[src/rtl/morse_message_sequencer.sv]
// Morse message sequencer: buffers UART bytes, upper-cases letters, and feeds
// morse_generator one character at a time with Morse-unit timed gaps between
// characters and words.
module morse_message_sequencer #(
  parameter int FIFO_DEPTH     = 16,
  parameter int MORSE_CYCLES   = 5000000,
  parameter int CHAR_GAP_UNITS = 3,
  parameter int WORD_GAP_UNITS = 7
) (
  input  logic                          clk_i,
  input  logic                          reset_i,
  input  logic [7:0]                    rx_data_i,
  input  logic                          rx_valid_i,
  output logic [7:0]                    gen_ascii_o,
  output logic                          gen_start_o,
  input  logic                          gen_done_i,
  output logic                          busy_o,
  output logic                          full_o,
  output logic                          overflow_o,
  output logic [$clog2(FIFO_DEPTH):0]   fifo_count_o
);

  localparam int AW = $clog2(FIFO_DEPTH);
  localparam int CW = AW + 1;

  // Gap counter is sized for the longest silence (a full word gap).
  localparam int unsigned GAP_MAX = WORD_GAP_UNITS * MORSE_CYCLES;
  localparam int GW = (GAP_MAX < 2) ? 1 : $clog2(GAP_MAX + 1);
  localparam logic [GW-1:0] CHAR_LD = GW'(CHAR_GAP_UNITS * MORSE_CYCLES);
  // A separator only adds the extra word time; the char gap already elapsed.
  localparam logic [GW-1:0] WORD_LD = GW'((WORD_GAP_UNITS - CHAR_GAP_UNITS) * MORSE_CYCLES);

  typedef enum logic [2:0] {
    IDLE,
    LOAD,
    START,
    WAIT_DONE,
    GAP
  } state_e;

  // ---------------------------------------------------------------- FIFO
  logic [7:0]    mem_q [FIFO_DEPTH];
  logic [AW-1:0] wr_ptr_q, wr_ptr_d;
  logic [AW-1:0] rd_ptr_q, rd_ptr_d;
  logic [CW-1:0] count_q, count_d;
  logic          overflow_q, overflow_d;
  logic          push, pop;
  logic [7:0]    wr_byte;

  // ---------------------------------------------------------------- FSM
  state_e        state_q, state_d;
  logic [7:0]    char_q, char_d;
  logic [7:0]    ascii_q, ascii_d;
  logic [GW-1:0] gap_q, gap_d;
  logic          armed_q, armed_d;
  logic          start_q, start_d;
  logic          is_sep;

  assign full_o       = (count_q == CW'(FIFO_DEPTH));
  assign push         = rx_valid_i && !full_o;
  assign pop          = (state_q == IDLE) && (count_q != '0);
  assign is_sep       = (char_q == 8'h20) || (char_q == 8'h0A) || (char_q == 8'h0D);

  assign gen_ascii_o  = ascii_q;
  assign gen_start_o  = start_q;
  assign busy_o       = (count_q != '0) || (state_q != IDLE);
  assign overflow_o   = overflow_q;
  assign fifo_count_o = count_q;

  // Lowercase a..z folds to uppercase on the way in; everything else is kept.
  always_comb begin
    wr_byte = rx_data_i;
    if (rx_data_i >= 8'h61 && rx_data_i <= 8'h7A) wr_byte = rx_data_i - 8'h20;
  end

  // FIFO storage; no reset needed, occupancy is tracked by count_q.
  always_ff @(posedge clk_i) begin
    if (push) mem_q[wr_ptr_q] <= wr_byte;
  end

  // FIFO pointer, count and sticky overflow next-state.
  always_comb begin
    wr_ptr_d   = wr_ptr_q;
    rd_ptr_d   = rd_ptr_q;
    count_d    = count_q;
    overflow_d = overflow_q;
    if (push) wr_ptr_d = wr_ptr_q + AW'(1);
    if (pop)  rd_ptr_d = rd_ptr_q + AW'(1);
    // full_o is taken before the pop, so a push while full is lost even if a pop happens.
    if (rx_valid_i && full_o) overflow_d = 1'b1;
    case ({push, pop})
      2'b10:   count_d = count_q + CW'(1);
      2'b01:   count_d = count_q - CW'(1);
      default: count_d = count_q;
    endcase
  end

  // Character sequencing FSM: next state and datapath updates.
  always_comb begin
    state_d = state_q;
    char_d  = char_q;
    ascii_d = ascii_q;
    gap_d   = gap_q;
    armed_d = armed_q;
    start_d = 1'b0;
    case (state_q)
      IDLE: begin
        if (count_q != '0) begin
          char_d  = mem_q[rd_ptr_q];
          state_d = LOAD;
        end
      end
      LOAD: begin
        if (is_sep) begin
          gap_d   = WORD_LD;
          state_d = (WORD_LD == '0) ? IDLE : GAP;
        end else begin
          ascii_d = char_q;
          start_d = 1'b1;
          state_d = START;
        end
      end
      START: begin
        // Forget any done level seen so far; it belongs to the previous char.
        armed_d = 1'b0;
        state_d = WAIT_DONE;
      end
      WAIT_DONE: begin
        if (!gen_done_i) armed_d = 1'b1;
        if (armed_q && gen_done_i) begin
          gap_d   = CHAR_LD;
          state_d = (CHAR_LD == '0) ? IDLE : GAP;
        end
      end
      GAP: begin
        gap_d = gap_q - GW'(1);
        if (gap_q <= GW'(1)) begin
          gap_d   = '0;
          state_d = IDLE;
        end
      end
      default: state_d = IDLE;
    endcase
  end

  // State registers; reset abandons any character in flight.
  always_ff @(posedge clk_i or posedge reset_i) begin
    if (reset_i) begin
      wr_ptr_q   <= '0;
      rd_ptr_q   <= '0;
      count_q    <= '0;
      overflow_q <= 1'b0;
      state_q    <= IDLE;
      char_q     <= 8'h00;
      ascii_q    <= 8'h00;
      gap_q      <= '0;
      armed_q    <= 1'b0;
      start_q    <= 1'b0;
    end else begin
      wr_ptr_q   <= wr_ptr_d;
      rd_ptr_q   <= rd_ptr_d;
      count_q    <= count_d;
      overflow_q <= overflow_d;
      state_q    <= state_d;
      char_q     <= char_d;
      ascii_q    <= ascii_d;
      gap_q      <= gap_d;
      armed_q    <= armed_d;
      start_q    <= start_d;
    end
  end

endmodule

[config.mk]
export PLATFORM = sky130hd
export DESIGN_NAME = morse_message_sequencer
export DESIGN_NICKNAME = d
export VERILOG_FILES = /design/src/rtl/morse_message_sequencer.sv
export SDC_FILE = /design/constraint.sdc
export NUM_CORES = 1
export LEC_CHECK = 0
export ABC_CLOCK_PERIOD_IN_PS = 3000
export CELL_PAD_IN_SITES_DETAIL_PLACEMENT = 0
export CELL_PAD_IN_SITES_GLOBAL_PLACEMENT = 1
export CORE_MARGIN = 5
export CORE_UTILIZATION = 45
export DETAILED_ROUTE_END_ITERATION = 8
export PLACE_DENSITY = 0.75
export SYNTH_ARGS = -nofsm -noshare
export SYNTH_HDL_FRONTEND = slang
export SYNTH_SLANG_ARGS = --single-unit
[constraint.sdc]
create_clock -name clk_i -period 3 [get_ports clk_i]
set_clock_uncertainty 0.05 [all_clocks]
set_input_delay 0.6 -clock clk_i [delete_from_list [all_inputs] [get_ports clk_i]]
set_output_delay 0.6 -clock clk_i [all_outputs]
set_load 0.02 [all_outputs]
==> results of run 1 <==
report_power, final:
group	switching, uW	internal (uW)	leakage [uW]
combinational	1760	1590	0.00135
clock	1210	1190	0.000311
sequential	463	3340	0.00192
total	3430	6130	0.00358
timing repair:
item / CTS / global route
pin swaps: 0 / 0
endpoints found under the setup margin: 1 / 2
gates resized for setup: 1 / 3
layout by cell type (no fill, tap or decap), types with 5 or more instances in the layout:
master           instances
a21o_1                   5
a21oi_1                 15
a221o_1                  8
a22o_1                   5
a22oi_1                 13
buf_4                   36
clkbuf_16               17
clkdlybuf4s50_1         27
dfrtp_1                 60
edfxtp_1               128
ha_1                    12
inv_1                   26
inv_12                   8
mux2_2                  13
mux2i_1                 11
mux4_2                  32
nand2_1                 37
nand3_1                  7
nand4_1                  6
nor2_1                  32
nor3_1                  19
nor3b_1                  5
nor4_1                  10
o21ai_0                 12
o22ai_1                 10
o31a_1                   6
or3_1                    5
or4_1                    7
xnor2_1                  7
registers in the layout, summed over array words and instances (netlist names):
name	cells
mem_q	128
gap_q	26
char_q	8
gen_ascii_o	8
fifo_count_o	5
rd_ptr_q	4
wr_ptr_q	4
state_q	3
armed_q	1
gen_start_o	1
overflow_o	1
kinds of logic after synthesis:
| group | Yosys count |
|---|---|
| buffers and inverters | 55 |
| xor gates and xnor gates | 10 |
| muxes | 56 |
| DFF | 189 |
| adders and majority gates | 13 |
| and+or+nand+nor | 149 |
| AOI/OAI and AO/OA | 93 |
layer usage:
| layer | track usage | up-vias | wire length [um] |
|---|---|---|---|
| li1 | - | 2303 | - |
| met1 | 0.227 | 2525 | 7700 |
| met2 | 0.269 | 119 | 8470 |
| met3 | 0.0343 | 26 | 609 |
| met4 | 0.0522 | 0 | 295 |
| met5 | 0 | - | 0 |
cell type report:
class	count	area, um2	area share
sequential	189	5370	0.555
multi-input combinational	321	2670	0.276
timing repair buffer	66	593	0.0613
clock buffer	17	425	0.0440
tap	229	287	0.0296
clock inverter	15	220	0.0228
inverter	27	101	0.0105
worst paths after layout:
kind / cells past startpoint / start / end / slack, ns
setup / recovery: 10 / fifo_count_o[0] / fifo_count_o[4] / 0.22
hold / removal: 1 / overflow_o / overflow_o / 0.43
setup reg to reg: 10 / fifo_count_o[0] / fifo_count_o[4] / 0.22
hold reg to reg: 1 / overflow_o / overflow_o / 0.43
max in group asynchronous: 3 / reset_i / gap_q[18] / 2.13
min in group asynchronous: 3 / reset_i / fifo_count_o[0] / 0.48
stage by stage:
stage | worst slack, ns | hold slack (ns)
floorplan | 0.119 | 0.412
global placement | 0.208 | 0.396
global route | 0.0248 | 0.465
CTS | 0.0234 | 0.442
detailed placement | 0.163 | 0.425
finish | 0.225 | 0.432
critical path: cells and delay by family (launching register included):
kind / cells / cell delay [ns]
xor gates and xnor gates: 1 / 0.16
adders and majority gates: 2 / 0.58
and+or+nand+nor: 3 / 0.95
DFF: 1 / 0.45
AOI/OAI and AO/OA: 3 / 0.40
buffers and inverters: 1 / 0.11
==> results.toml, run 1 <==
[outcome]
status = "finished, final reports clean"

[yosys]
ys_ff_latch = 189
ys_types = 54
synthXorXnorAreaFrac = 0.0106
avgSynthCellArea_um2 = 14.6
synth_area_um2 = 8240
synthCells = 565
netlist_top_cells_count = "edfxtp_1, dfrtp_1, nand2_1"
synth.top_cell.area_share = 0.466
muxShareOfSynthArea = 0.119
ys_seq_area_frac = 0.651
yosys_warnings = 0
synth-simple-area-share = 0.0929
synthTopCellsByArea = "edfxtp_1, dfrtp_1, mux4_2, ha_1, mux2_2"
synth.most_common_cell = "edfxtp_1"
synth_top_family_by_area = "multiplexers"
syn-num-nets = 590
synth_fa_ha_area_frac = 0.0206
ys.flop_type = "edfxtp_1"
synth_edf_count = 128
async_flop_share = 0.323
synth-compound-area-share = 0.0806
yosysTopAreaCell = "edfxtp_1"

[drt]
routedWlPerCell_um = 19.8
antenna_left = 0
drc = 0
detail_route.wirelength_mm = 17.1
viasPerCell = 5.76
drt_iter0_drc = 382
vias = 4973
first_pass_iters = 7

[timing]
worst_slew_pin_slew_ns = 0.655
slew_viol_final = 0
timing.final.crit_share = 0.925
hold_viol = 0
rsz0062_at_grt = "false"
setup_tns_ns = 0
fmax_ghz = 0.360
finalSetupViolations = 0
period_minus_slack_ns = 2.78
relSlewSlack = 0.562

[flow_run]
maxCapViolations = 0

[floorplanning]
pin_count = 29
fp.dieW_um = 145
die_y_um = 145
row_count = 49
core_area_um2 = 18000
fp.dieArea_um2 = 21100
start_util = 0.457

[clock_tree]
h-tree-depth = 4
clk_latency_ns = 0.45
postCtsSetupRepairBufs = 0
cts_sinks = 189
tritoncts = "yes"
clk_path_buf_depth = 2
path_clk_slew_ns = 0.08
ctsHoldBuffers = 0
ctsRootBufferMaster = "clkbuf_16"
cts_made_buffers = 17

[global_route]
grt_usage = 0.166
grt_pass1_vias = 4956
grt_pass1_wl_mm = 27.5
antenna_found_initial = 0
grt_start_max_net_pins = 62
overflow = 0

[pwr]
vdd_drop_max_v = 0.000541
cellLeakagePower_uw = 0.00358
design_power_total_uw = 9560
pwr_density_cell_nw_per_um2 = 988

[place]
place_area_um2 = 9010
place_inst = 832
io_buffers = 28
place.gp.congestion = 0.801
dp_hpwl_mm = 11.1

[worst_setup_path]
arrival_ns = 3.10
timing.critical_path.mode_cell = "ha_1"
critPathMaxStageDelay_ns = 0.59
crit_chain = "or4_4 -> o21ai_2 -> inv_1 -> ha_1 -> ha_1 -> nor2b_1 -> o21ai_1 -> a21oi_1 -> nor3_1 -> xor2_1"
end_kind = "flip-flop"
cp.required_ns = 3.32
cp_max_fo = 6
setup.worst_path.start_class = "flip-flop"
cpMaxStageDelayCell = "or4_4"
path_class = "flip-flop to flip-flop"

[layout]
final_cells = 864
nFillCells = 1457
syn_to_final_growth_pct = 17.3
drive_above_1_share = 0.203
diodes = 0
nets = 647
final_area_um2 = 9670
final_core_util = 0.537

[hold_path]
hold_path.class = "flip-flop to flip-flop"
No activity file was read; power rests on OpenSTA's default activity.
==> inputs of run 2 (changes only) <==
--- a/config.mk
+++ b/config.mk
@@ -5,7 +5,7 @@
 export SDC_FILE = /design/constraint.sdc
 export NUM_CORES = 1
 export LEC_CHECK = 0
-export ABC_CLOCK_PERIOD_IN_PS = 3000
+export ABC_CLOCK_PERIOD_IN_PS = 3510
 export CELL_PAD_IN_SITES_DETAIL_PLACEMENT = 0
 export CELL_PAD_IN_SITES_GLOBAL_PLACEMENT = 1
 export CORE_MARGIN = 5
==> constraint.sdc (replaced) <==
create_clock -name clk_i -period 3.51 [get_ports clk_i]
set_clock_uncertainty 0.05 [all_clocks]
set_input_delay 0.702 -clock clk_i [delete_from_list [all_inputs] [get_ports clk_i]]
set_output_delay 0.702 -clock clk_i [all_outputs]
set_load 0.02 [all_outputs]
==> run 2 against run 1 <==
  * Wire length grew 2.6%
  * Worst setup slack improved by 0.23 ns
  * First-iteration DRC count down 6.3%
  * Clock-buffer cell count did not move
  * Non-clock buffer count down 5
  * Utilization shrank 0.37 points
  * Register-to-register slack improved by 0.45 ns
  * Critical path depth fell by 6
  * Final cell count shrank 0.58%
  * Design area down 0.69%
  * Critical path type is now flip-flop to output pin
==> results.toml, run 2 (synthesis results as in run 1) <==
[outcome]
status = "finished, final reports clean"

[floorplanning]
pin_count = 29
row_count = 49
start_util = 0.457
die_y_um = 145
fp.dieW_um = 145
fp.dieArea_um2 = 21100
core_area_um2 = 18000

[layout]
nets = 642
multiInputGateArea_um2 = 2670
seq_area_um2 = 5370
diodes = 0
largest_reg_flops = 128
syn_to_final_growth_pct = 16.5
drive_above_1_share = 0.194
layout_commonest_cell = "edfxtp_1"
nFillCells = 1474
top_register = "mem_q"
reg_top3 = "mem_q x128, gap_q x26"
final_area_um2 = 9610
mostFrequentLayoutCells = "edfxtp_1, dfrtp_1, nand2_1"

[worst_setup_path]
critPathLaunch = "fifo_count_o[0]"
end_kind = "output pin"
r2r_start = "fifo_count_o[0]"
cp.required_ns = 2.76
path_class = "flip-flop to output pin"
setup.worst_path.start_class = "flip-flop"
r2r_cells = 10
endpoint = "busy_o"
r2r_slack_ns = 0.67
reg2reg_to = "fifo_count_o[4]"
cp_max_fo = 6
arrival_ns = 2.30

[global_route]
grt_pass1_wl_mm = 28.4
grt_start_max_net_pins = 35
antenna_found_initial = 0
grt_usage = 0.170
overflow = 0
grt_pass1_vias = 5069

[timing]
worst_slew_pin_slew_ns = 1.16
setup_tns_ns = 0
period_minus_slack_ns = 3.05
slew_viol_final = 0
timing.final.crit_share = 0.870
rsz0062_at_grt = "false"
relSlewSlack = 0.224
fmax_ghz = 0.327
finalSetupViolations = 0
hold_viol = 0

[place]
place.gp.congestion = 0.786
io_buffers = 28
place_area_um2 = 8960
dp_hpwl_mm = 11.5

[flow_run]
maxCapViolations = 0

[clock_tree]
clk_latency_ns = 0.43
ctsRootBufferMaster = "clkbuf_16"
path_clk_slew_ns = 0.07
h-tree-depth = 4
ctsHoldBuffers = 0
post_cts_resized = 0
clk_path_buf_depth = 2
postCtsSetupRepairBufs = 0
tritoncts = "yes"
cts_sinks = 189
cts_made_buffers = 17

[drt]
vias = 5008
detail_route.wirelength_mm = 17.5
viasPerCell = 5.83
drc = 0
first_pass_iters = 5
antenna_left = 0
drt_iter0_drc = 358
routedWlPerCell_um = 20.4

[pwr]
pwr_density_cell_nw_per_um2 = 843
vdd_drop_max_v = 0.000532
cellLeakagePower_uw = 0.00355

[hold_path]
min_path_cells = 1
hold_path.class = "flip-flop to flip-flop"
min_from = "overflow_o"
==> run 2: layout make-up <==
type | count | share of cell area
flip-flops and latches | 189 | 0.559
multi-input cells | 321 | 0.277
repair buffers | 61 | 0.0563
clock buffers | 17 | 0.0443
well taps | 229 | 0.0298
clock inverters | 15 | 0.0224
inverters | 27 | 0.0106
==> run 2: worst min-delay path by stage <==
stage	endpoint
4_1_cts	overflow_o
6_report	overflow_o
5_1_grt	overflow_o
3_3_place_gp	overflow_o
2_1_floorplan	gen_ascii_o[7]
3_5_place_dp	overflow_o
==> run 2: report_power, final <==
part | leakage [uW] | switching [uW] | internal [uW]
Combinational | 0.00132 | 1410 | 1340
Sequential | 0.00192 | 498 | 2860
Clock | 0.000306 | 955 | 1040
==> run 2: metrics by stage <==
step	hold slack (ns)	total power (uW)	util	std cells	setup slack, ns
finish	0.415	8100	0.533	859	0.455
global route	0.447	8580	0.533	859	0.333
CTS	0.426	8180	0.533	859	0.420
detailed placement	0.409	6170	0.497	827	0.233
global placement	0.395	6080	0.497	827	0.449
floorplan	0.412	5230	-	565	0.629
==> run 2: worst max-delay path: stages (launching register included) <==
cell	delay, ns
dfrtp_1	0.44
or4_1	0.59
nor3_1	0.23
nand2_1	0.09
clkdlybuf4s50_1	0.54
==> run 2: metal layers <==
metal  vias up  global-route usage  routed length, um
met5         -                   0                  0
met1      2563               0.236               7700
met2       129               0.278               8900
met3        11              0.0361                802
met4         0              0.0382                121
li1       2305                   -                  -
